<file path="src/rtl/lim_mem_initiator.sv">
// Core-side initiator for a logic-in-memory controller: accepts one request,
// starts the memory, waits for completion or timeout, then returns one response.
module lim_mem_initiator #(
  parameter int ADDR_WIDTH     = 32,
  parameter int DATA_WIDTH     = 32,
  parameter int TIMEOUT_CYCLES = 255
) (
  input  logic                  clk_i,
  input  logic                  rst_i,
  input  logic                  data_req_i,
  output logic                  data_gnt_o,
  input  logic [ADDR_WIDTH-1:0] data_addr_i,
  input  logic                  data_we_i,
  input  logic [3:0]            data_be_i,
  input  logic [DATA_WIDTH-1:0] data_wdata_i,
  input  logic [7:0]            lim_funct_i,
  output logic                  data_rvalid_o,
  output logic [DATA_WIDTH-1:0] data_rdata_o,
  output logic                  data_err_o,
  output logic                  mem_en_o,
  output logic                  mem_w_en_o,
  output logic [3:0]            mem_be_o,
  output logic [7:0]            mem_funct_o,
  output logic [ADDR_WIDTH-1:0] mem_addr_o,
  output logic [DATA_WIDTH-1:0] mem_wdata_o,
  input  logic                  mem_rdata_valid_i,
  input  logic [DATA_WIDTH-1:0] mem_rdata_i,
  input  logic                  mem_done_i,
  output logic                  busy_o
);

  localparam int CW = (TIMEOUT_CYCLES > 0) ? $clog2(TIMEOUT_CYCLES + 1) : 1;

  typedef enum logic [1:0] {IDLE, ISSUE, WAIT, RESP} state_t;

  state_t                r_state;
  logic [CW-1:0]         r_cnt;
  logic                  r_we;
  logic [3:0]            r_be;
  logic [7:0]            r_funct;
  logic [ADDR_WIDTH-1:0] r_addr;
  logic [DATA_WIDTH-1:0] r_wdata;
  logic [DATA_WIDTH-1:0] r_cap;
  logic                  r_mem_en;
  logic                  r_rvalid;
  logic [DATA_WIDTH-1:0] r_rdata;
  logic                  r_err;

  logic                  w_gnt;
  logic                  w_empty_wr;
  logic [DATA_WIDTH-1:0] w_final_cap;

  assign w_gnt       = data_req_i && (r_state == IDLE);
  assign w_empty_wr  = data_we_i && (data_be_i == 4'b0000);
  // Data arriving together with done must make it into the response.
  assign w_final_cap = mem_rdata_valid_i ? mem_rdata_i : r_cap;

  always_ff @(posedge clk_i) begin
    if (rst_i) begin
      r_state  <= IDLE;
      r_cnt    <= '0;
      r_we     <= 1'b0;
      r_be     <= '0;
      r_funct  <= '0;
      r_addr   <= '0;
      r_wdata  <= '0;
      r_cap    <= '0;
      r_mem_en <= 1'b0;
      r_rvalid <= 1'b0;
      r_rdata  <= '0;
      r_err    <= 1'b0;
    end else begin
      r_mem_en <= 1'b0;
      r_rvalid <= 1'b0;
      r_rdata  <= '0;
      r_err    <= 1'b0;
      case (r_state)
        IDLE: if (w_gnt) begin
          r_we    <= data_we_i;
          r_be    <= data_be_i;
          r_funct <= lim_funct_i;
          r_addr  <= data_addr_i;
          r_wdata <= data_wdata_i;
          r_cap   <= '0;
          if (w_empty_wr) begin
            r_state  <= RESP;
            r_rvalid <= 1'b1;
          end else begin
            r_state  <= ISSUE;
            r_mem_en <= 1'b1;
          end
        end
        ISSUE: begin
          r_cnt   <= CW'(TIMEOUT_CYCLES);
          r_state <= WAIT;
        end
        WAIT: begin
          if (mem_rdata_valid_i) r_cap <= mem_rdata_i;
          if (mem_done_i) begin
            r_state  <= RESP;
            r_rvalid <= 1'b1;
            r_rdata  <= r_we ? '0 : w_final_cap;
          end else if (r_cnt == '0) begin
            r_state  <= RESP;
            r_rvalid <= 1'b1;
            r_err    <= 1'b1;
          end else begin
            r_cnt <= r_cnt - 1'b1;
          end
        end
        RESP:    r_state <= IDLE;
        default: r_state <= IDLE;
      endcase
    end
  end

  assign data_gnt_o    = w_gnt;
  assign data_rvalid_o = r_rvalid;
  assign data_rdata_o  = r_rdata;
  assign data_err_o    = r_err;
  assign mem_en_o      = r_mem_en;
  assign mem_w_en_o    = r_we;
  assign mem_be_o      = r_be;
  assign mem_funct_o   = r_funct;
  assign mem_addr_o    = r_addr;
  assign mem_wdata_o   = r_wdata;
  assign busy_o        = (r_state != IDLE);

endmodule
</file>
<file path="config.mk">
export PLATFORM = sky130hd
export DESIGN_NAME = lim_mem_initiator
export DESIGN_NICKNAME = d
export VERILOG_FILES = /design/src/rtl/lim_mem_initiator.sv
export SDC_FILE = /design/constraint.sdc
export NUM_CORES = 1
export LEC_CHECK = 0
export BUFFER_PORTS_ARGS = -buffer_cell sky130_fd_sc_hd__buf_4
export CAP_MARGIN = 25
export CORE_ASPECT_RATIO = 0.75
export CORE_MARGIN = 8
export CORE_UTILIZATION = 45
export DETAILED_ROUTE_END_ITERATION = 10
export HOLD_SLACK_MARGIN = 0.06
export PLACE_DENSITY = 0.8
export SYNTH_ARGS = -nofsm -noshare
export SYNTH_HDL_FRONTEND = slang
export SYNTH_SLANG_ARGS = --single-unit
</file>
<file path="constraint.sdc">
create_clock -name clk_i -period 2.7 [get_ports clk_i]
set_input_delay 0.675 -clock clk_i [delete_from_list [all_inputs] [get_ports clk_i]]
set_output_delay 0.675 -clock clk_i [all_outputs]
set_load 0.1 [all_outputs]
</file>
==> results of run 1 <==
[flip-flops by register name, summed over array words and instances, names as in the netlist]
register	flops
mem_be_o	4
mem_en_o	1
r_cnt	8
mem_addr_o	32
data_err_o	1
mem_funct_o	8
data_rvalid_o	1
mem_w_en_o	1
mem_wdata_o	32
r_cap	32
data_rdata_o	32
r_state	2
[worst paths after layout]
check                   end  depth (start not counted)      startpoint
max              data_gnt_o                          5      r_state[1]
min          mem_wdata_o[3]                          2  mem_wdata_o[3]
max reg2reg        r_cap[8]                          7      r_state[0]
min reg2reg  mem_wdata_o[3]                          2  mem_wdata_o[3]
[cell type report]
cell class	instances	area, µm²
fill	1031	4172
sequential	154	3083
multi-input combinational	422	2218
timing repair buffer	234	1789
clock buffer	20	466.7
tap	166	207.7
clock inverter	12	163.9
inverter	8	30.03
[per-layer routing]
metal  up-vias  GRT usage, %  part of all wire, %
li1       2520             -                    -
met1      2291         22.68                   42
met2       137         31.94                   50
met3        15         6.242                  7.4
met4         0         5.730                  1.3
met5         -             0                    0
[logic make-up (layout without fill, tap and decap cells)]
kind of cell	after synthesis	in the layout	synth area share (%)
adder cells (fa/ha/maj)	6	6	1.363
AND/OR/NAND/NOR	250	250	18.61
buffers and inverters	53	274	3.772
AO/OA/AOI/OAI	131	131	13.97
multiplexers	32	32	5.817
flip-flops	154	154	55.99
XOR/XNOR	3	3	0.4773
[power by group through the flow]
stage	logic [W]	clock network (W)	registers, W
after floorplan	0.000524	0	0.00333
after global placement	0.00175	0	0.00255
after detailed placement	0.00177	0	0.00256
after CTS	0.00177	0.00253	0.00251
after global routing	0.00186	0.00264	0.00253
final	0.00176	0.00248	0.00251
[worst max-delay path, delay by kind of cell (launching register included)]
kind / cells / cell delay, ns
DFF: 1 / 0.31
buffers and inverters: 3 / 0.44
adders and majority gates: 1 / 0.24
and+or+nand+nor: 1 / 0.08
[cell usage in the layout, fill, tap and decap left out, types with 3 or more instances in the layout]
cell	n
sky130_fd_sc_hd__nor3_1	5
sky130_fd_sc_hd__nand2_1	155
sky130_fd_sc_hd__nor2_1	70
sky130_fd_sc_hd__bufinv_16	3
sky130_fd_sc_hd__clkinvlp_4	4
sky130_fd_sc_hd__mux2i_1	32
sky130_fd_sc_hd__clkinv_4	3
sky130_fd_sc_hd__inv_1	7
sky130_fd_sc_hd__ha_1	6
sky130_fd_sc_hd__clkbuf_8	3
sky130_fd_sc_hd__clkbuf_16	17
sky130_fd_sc_hd__a21oi_1	84
sky130_fd_sc_hd__nand2b_1	4
sky130_fd_sc_hd__a22oi_1	32
sky130_fd_sc_hd__buf_4	232
sky130_fd_sc_hd__dfxtp_1	154
sky130_fd_sc_hd__a31oi_1	3
[stage by stage]
stage	instance area, µm²	total power [W]	hold WS (ns)
after detailed placement	7328	0.004324	0.4471
after global routing	7959	0.007033	0.4681
after CTS	7959	0.006809	0.4562
final	7959	0.006748	0.4536
after global placement	7301	0.004299	0.4417
after floorplan	5507	0.003858	0.4613
==> insert_results.sql, run 1 <==
INSERT INTO impl_metrics (metric_group, metric, value, unit) VALUES
('layout', 'count_of_non_filler_cells_in_the_finished_layout', '1016', ''),
('global_routing', 'antenna_found_initial', '0', ''),
('die', 'fp.dieH', '111.8', 'µm'),
('sta', 'final-hold-violation-count', '0', ''),
('place', 'detailed_place_hpwl', '10820', 'µm'),
('place', 'dp_worst_setup_slack', '0.5574', 'ns'),
('logic_synthesis', 'yosys.cell_types.count', '39', ''),
('clock_tree', 'clkLatencyLatePin', '0.41', 'ns'),
('layout', 'area_delta_synth_final', '44.54', '%'),
('worst_setup_path', 'critical_path.slowest_cell', 'sky130_fd_sc_hd__dfxtp_1', ''),
('logic_synthesis', 'yosys.cell_count.top_type', 'sky130_fd_sc_hd__nand2_1', ''),
('pwr', 'seq_power_share', '37.2', '%'),
('layout', 'fin_util', '65.61', '%'),
('routing', 'detail_route.vias_per_cell', '4.885', ''),
('sta', 'timing_max_transition_violations_final', '0', ''),
('sta', 'report.final.setup_viol', '0', ''),
('clock_tree', 'ctsLongestPathBuffers', '2', ''),
('clock_tree', 'cts_tree', 'yes', ''),
('pwr', 'power.clock.fraction', '36.8', '%'),
('sta', 'setup_tns', '0', 'ns'),
('die', 'die-area', '16070', 'µm²'),
('logic_synthesis', 'synth.top_cell.area_share', '55.99', '%'),
('layout', 'layout-drive-gt1-share', '31.88', '%'),
('logic_synthesis', 'syn_warnings', '0', ''),
('sta', 'post-route-min-period', '2.173', 'ns'),
('routing', 'route.antenna.remaining_nets', '0', ''),
('pwr', 'cellPowerDensity', '847.8', 'nW/µm²'),
('min_path', 'min-delay-path-class', 'reg2reg', ''),
('routing', 'drt_first_pass_iters', '5', ''),
('logic_synthesis', 'synth-async-reset-ratio', '0', '%'),
('logic_synthesis', 'synth_edf_count', '0', ''),
('die', 'die_width', '143.7', 'µm'),
('global_routing', 'first_global_vias', '4667', ''),
('die', 'ioPinCount', '228', ''),
('clock_tree', 'clkSlewWorstSetupHoldPaths', '0.06', 'ns'),
('worst_setup_path', 'crit_path_start_kind', 'register', ''),
('clock_tree', 'clock_tree.htree_level_count', '4', ''),
('job', 'cap_viol_max_count', '0', ''),
('logic_synthesis', 'synthesis.nets', '749', ''),
('outcome', 'status', 'completed', ''),
('place', 'finalWeightedCongestion', '0.7975', ''),
('sta', 'timing.clock.skew', '0.008766', 'ns'),
('clock_tree', 'cts_setup_buffers', '0', ''),
('sta', 'post-route-period-util', '80.48', '%'),
('logic_synthesis', 'ys_ff_latch', '154', ''),
('routing', 'num_vias', '4963', ''),
('pwr', 'sw_frac_of_total', '34.82', '%'),
('pwr', 'internal-power', '0.004398', 'W'),
('global_routing', 'pin_count_of_the_biggest_net_entering_global_routing', '99', ''),
('logic_synthesis', 'postSynthCellCount', '629', ''),
('pwr', 'p_sw', '0.002349', 'W'),
('logic_synthesis', 'postSynth.topFlopCell', 'sky130_fd_sc_hd__dfxtp_1', ''),
('worst_setup_path', 'critical_path.max_stage_delay', '0.31', 'ns'),
('worst_setup_path', 'timing.critical_path.cells', 'inv_1 > ha_1 > nand2_2 > inv_2 > buf_4', ''),
('global_routing', 'gr-total-overflow', '0', ''),
('logic_synthesis', 'synth_sequential_area_ratio', '55.99', '%'),
('logic_synthesis', 'netlist_top_cells_area', 'sky130_fd_sc_hd__dfxtp_1 56%, sky130_fd_sc_hd__nand2_1 11%, sky130_fd_sc_hd__a21oi_1 7.6%, sky130_fd_sc_hd__mux2i_1 5.8%, sky130_fd_sc_hd__nor2_1 4.8%', ''),
('routing', 'postRouteWirelength', '15580', 'µm'),
('clock_tree', 'clkSinkCount', '154', ''),
('logic_synthesis', 'syn_avg_cell_area', '8.754', 'µm²'),
('sta', 'unrepaired_setup_endpoints_after_global_routing', 'false', ''),
('global_routing', 'grtUsageTotal', '19.06', '%'),
('die', 'rows', '35', ''),
('die', 'initial_core_util', '45.39', '%'),
('worst_setup_path', 'crit_type', 'reg2out', ''),
('place', 'portBuffers', '227', ''),
('logic_synthesis', 'synth_largest_area_cell', 'sky130_fd_sc_hd__dfxtp_1', ''),
('clock_tree', 'cts_root_buffer', 'sky130_fd_sc_hd__clkbuf_16', ''),
('clock_tree', 'cts-hold-fix-buffers', '0', ''),
('clock_tree', 'post_cts.resized_instances', '0', ''),
('routing', 'detailedRoute.firstIterationViolations', '298', '');
(Power assumes the default switching activity.)
==> run 2: changes to the inputs <==
==> constraint.sdc (replaced) <==
create_clock -name clk_i -period 2.1 [get_ports clk_i]
set_input_delay 0.525 -clock clk_i [delete_from_list [all_inputs] [get_ports clk_i]]
set_output_delay 0.525 -clock clk_i [all_outputs]
set_load 0.1 [all_outputs]
==> run 2 against run 1 <==
Effect of this change: combinational power rose by 31%; global-route usage is 0.38 points higher; sequential cell count stayed put; total power grew 31%; count of clock-buffer cells in the layout up 1; via count increased by 0.32%; first-iteration DRC count shrank 6.7%; setup slack got worse by 0.45 ns; sequential power grew 28%; utilization rose by 0.32 points; wire length is 1.7% higher.
==> insert_results.sql, run 2 (same netlist as run 1, synthesis figures left out) <==
INSERT INTO impl_metrics (metric_group, metric, value, unit) VALUES
('sta', 'final-hold-violation-count', '0', ''),
('pwr', 'internal-power', '0.005817', 'W'),
('pwr', 'p_leak', '3.524', 'nW'),
('sta', 'timing.max_slew.rel_slack', '65.87', '%'),
('layout', 'layout-drive-gt1-share', '32.00', '%'),
('clock_tree', 'ctsLongestPathBuffers', '2', ''),
('place', 'portBuffers', '227', ''),
('job', 'cap_viol_max_count', '0', ''),
('sta', 'report.final.setup_viol', '0', ''),
('global_routing', 'grt_first_pass_wirelength', '25080', 'µm'),
('worst_setup_path', 'cpLargestDelayFamily', 'buffers and inverters', ''),
('worst_setup_path', 'rrSetupSlack', '0.31', 'ns'),
('sta', 'unrepaired_setup_endpoints_after_global_routing', 'false', ''),
('worst_setup_path', 'worst-endpoint-required', '1.57', 'ns'),
('place', 'detailed_place_hpwl', '11080', 'µm'),
('pwr', 'power.ir.vdd_worst', '674.3', 'µV'),
('die', 'rows', '35', ''),
('sta', 'clock.fmax', '493.5', 'MHz'),
('die', 'initial_core_util', '45.39', '%'),
('die', 'ioPinCount', '228', ''),
('min_path', 'min_delay_worst_endpoint', 'mem_addr_o[11]', ''),
('routing', 'route.detailed.wl_per_inst', '15.59', 'µm'),
('clock_tree', 'clkSlewWorstSetupHoldPaths', '0.06', 'ns'),
('worst_setup_path', 'crit_path_start_kind', 'register', ''),
('worst_setup_path', 'timing.critical_path.cells', 'inv_1 > ha_2 > nand2_2 > inv_2 > buf_8', ''),
('pwr', 'sw_frac_of_total', '33.98', '%'),
('pwr', 'seq_power_share', '36.6', '%'),
('sta', 'post-route-period-util', '96.49', '%'),
('layout', 'design.final.nets', '958', ''),
('routing', 'route.antenna.remaining_nets', '0', ''),
('die', 'die-area', '16070', 'µm²'),
('pwr', 'comb_power_share', '26.1', '%'),
('pwr', 'cellPowerDensity', '1102', 'nW/µm²'),
('die', 'die_width', '143.7', 'µm'),
('min_path', 'min-delay-path-class', 'in2reg', ''),
('min_path', 'min_path_cells', '3', ''),
('pwr', 'p_sw', '0.002994', 'W'),
('place', 'finalWeightedCongestion', '0.7827', ''),
('routing', 'detailedRoute.firstIterationViolations', '278', ''),
('sta', 'setup_tns', '0', 'ns'),
('worst_setup_path', 'timing.rr.end', 'r_state[1]', ''),
('worst_setup_path', 'worst-path-buf-inv', '3', ''),
('worst_setup_path', 'depth_of_the_most_critical_reg_to_reg_path', '6', ''),
('pwr', 'power.clock.fraction', '37.4', '%'),
('global_routing', 'grtUsageTotal', '19.44', '%'),
('sta', 'max_slew.worst_pin.slew', '0.5119', 'ns'),
('global_routing', 'pin_count_of_the_biggest_net_entering_global_routing', '80', ''),
('sta', 'post-route-min-period', '2.026', 'ns'),
('clock_tree', 'clkLatencyLatePin', '0.41', 'ns'),
('die', 'placeable_core_area', '12130', 'µm²'),
('worst_setup_path', 'timing.rr.start', 'r_state[0]', ''),
('global_routing', 'first_global_vias', '4943', ''),
('sta', 'finalHoldWorstSlack', '0.3591', 'ns'),
('routing', 'detail_route.vias_per_cell', '4.901', ''),
('worst_setup_path', 'worstPathArrival', '1.50', 'ns'),
('worst_setup_path', 'critical_path_peak_fanout', '4', ''),
('sta', 'timing.clock.skew', '0.01011', 'ns'),
('clock_tree', 'clock_tree.htree_level_count', '4', ''),
('clock_tree', 'clkSinkCount', '154', ''),
('routing', 'detail_route.drc_violations', '0', ''),
('worst_setup_path', 'critical_path.slowest_cell', 'sky130_fd_sc_hd__dfxtp_1', ''),
('sta', 'timing_max_transition_violations_final', '0', ''),
('layout', 'commonest_non_fill_non_tap_cell_in_the_layout', 'sky130_fd_sc_hd__buf_4', ''),
('routing', 'num_vias', '4979', ''),
('routing', 'drt_first_pass_iters', '4', ''),
('global_routing', 'antenna_found_initial', '0', ''),
('outcome', 'status', 'completed', ''),
('worst_setup_path', 'worstSetupEndpointType', 'output pin', ''),
('clock_tree', 'cts_tree', 'yes', ''),
('layout', 'area_delta_synth_final', '45.24', '%'),
('layout', 'most-common-layout-cells', '230 x sky130_fd_sc_hd__buf_4, 155 x sky130_fd_sc_hd__nand2_1, 154 x sky130_fd_sc_hd__dfxtp_1', ''),
('clock_tree', 'cts-hold-fix-buffers', '0', ''),
('worst_setup_path', 'crit_type', 'reg2out', ''),
('die', 'fp.dieH', '111.8', 'µm'),
('clock_tree', 'tritoncts.num_buffers', '17', ''),
('clock_tree', 'cts_root_buffer', 'sky130_fd_sc_hd__clkbuf_16', ''),
('worst_setup_path', 'critical_path.max_stage_delay', '0.32', 'ns'),
('layout', 'n_antenna_cell', '0', ''),
('routing', 'postRouteWirelength', '15840', 'µm'),
('clock_tree', 'cts_setup_buffers', '0', ''),
('min_path', 'hold_start', 'data_addr_i[11]', ''),
('global_routing', 'gr-total-overflow', '0', '');
==> run 2: cell count changes in the layout (fill, tap and decap cells not counted), sizes merged <==
cell / before / now
buf: 234 / 235
clkinv: 3 / 2
bufinv: 3 / 4
clkbuf: 20 / 21
clkinvlp: 4 / 2
==> run 2: worst reg2reg max path: cells and delay by family (launching register included) <==
kind | cells | cell delay (ns)
AO/OA/AOI/OAI | 2 | 0.67
adder cells (fa/ha/maj) | 1 | 0.33
buffers and inverters | 1 | 0.10
flip-flops | 1 | 0.32
AND/OR/NAND/NOR | 2 | 0.27
==> run 2: layout make-up <==
type	count	area [µm²]
Timing Repair Buffer	235	1813
Clock inverter	10	162.7
Multi-Input combinational cell	422	2221
Clock buffer	21	480.5
Sequential cell	154	3083
Inverter	8	30.03
Fill cell	1037	4133
Tap cell	166	207.7
==> run 2: worst max-delay path by stage <==
stage | start | endpoint | cells past startpoint
2_1_floorplan | r_state[0] | r_state[1] | 6
3_3_place_gp | data_be_i[0] | r_state[1] | 5
3_5_place_dp | data_be_i[0] | r_state[1] | 5
4_1_cts | r_state[1] | data_gnt_o | 5
5_1_grt | r_state[1] | data_gnt_o | 5
6_report | r_state[1] | data_gnt_o | 5
==> run 2: metal layers <==
layer  vias up  part of all wire [%]  global-route usage (%)  wire, µm
met1      2334                    42                   22.13      6608
met5         -                     0                       0         0
met2       122                    49                   33.10      7806
li1       2507                     -                       -         -
met4         0                   1.5                   7.407       242
met3        16                   7.5                   6.327      1180
==> run 2: repair_timing <==
action	CTS	global route
gates resized for setup	1	3
endpoints found under the setup margin	1	2
hold endpoints to repair	0	0
pin swaps	0	0
gates cloned	0	0
==> run 2: stage by stage <==
step	worst slack (ns)	std cells	power (W)	instance area (µm²)	utilization [%]
after CTS	0.002406	1016	0.008880	7988	65.85
after detailed placement	0.3102	985	0.005574	7341	60.52
after global placement	0.3694	985	0.005555	7341	60.52
after floorplan	0.09446	629	0.004961	5508	-
after global routing	0.004709	1016	0.009146	7998	65.93
final	0.07362	1016	0.008810	7998	65.93
==> run 2: power groups by stage <==
| stage | Clock (W) | Combinational [W] | Sequential (W) |
|---|---|---|---|
| 2_1_floorplan | 0 | 0.000674 | 0.00429 |
| 3_3_place_gp | 0 | 0.00228 | 0.00328 |
| 3_5_place_dp | 0 | 0.00229 | 0.00329 |
| 4_1_cts | 0.00336 | 0.00230 | 0.00322 |
| 5_1_grt | 0.00348 | 0.00242 | 0.00325 |
| 6_report | 0.00329 | 0.00230 | 0.00322 |
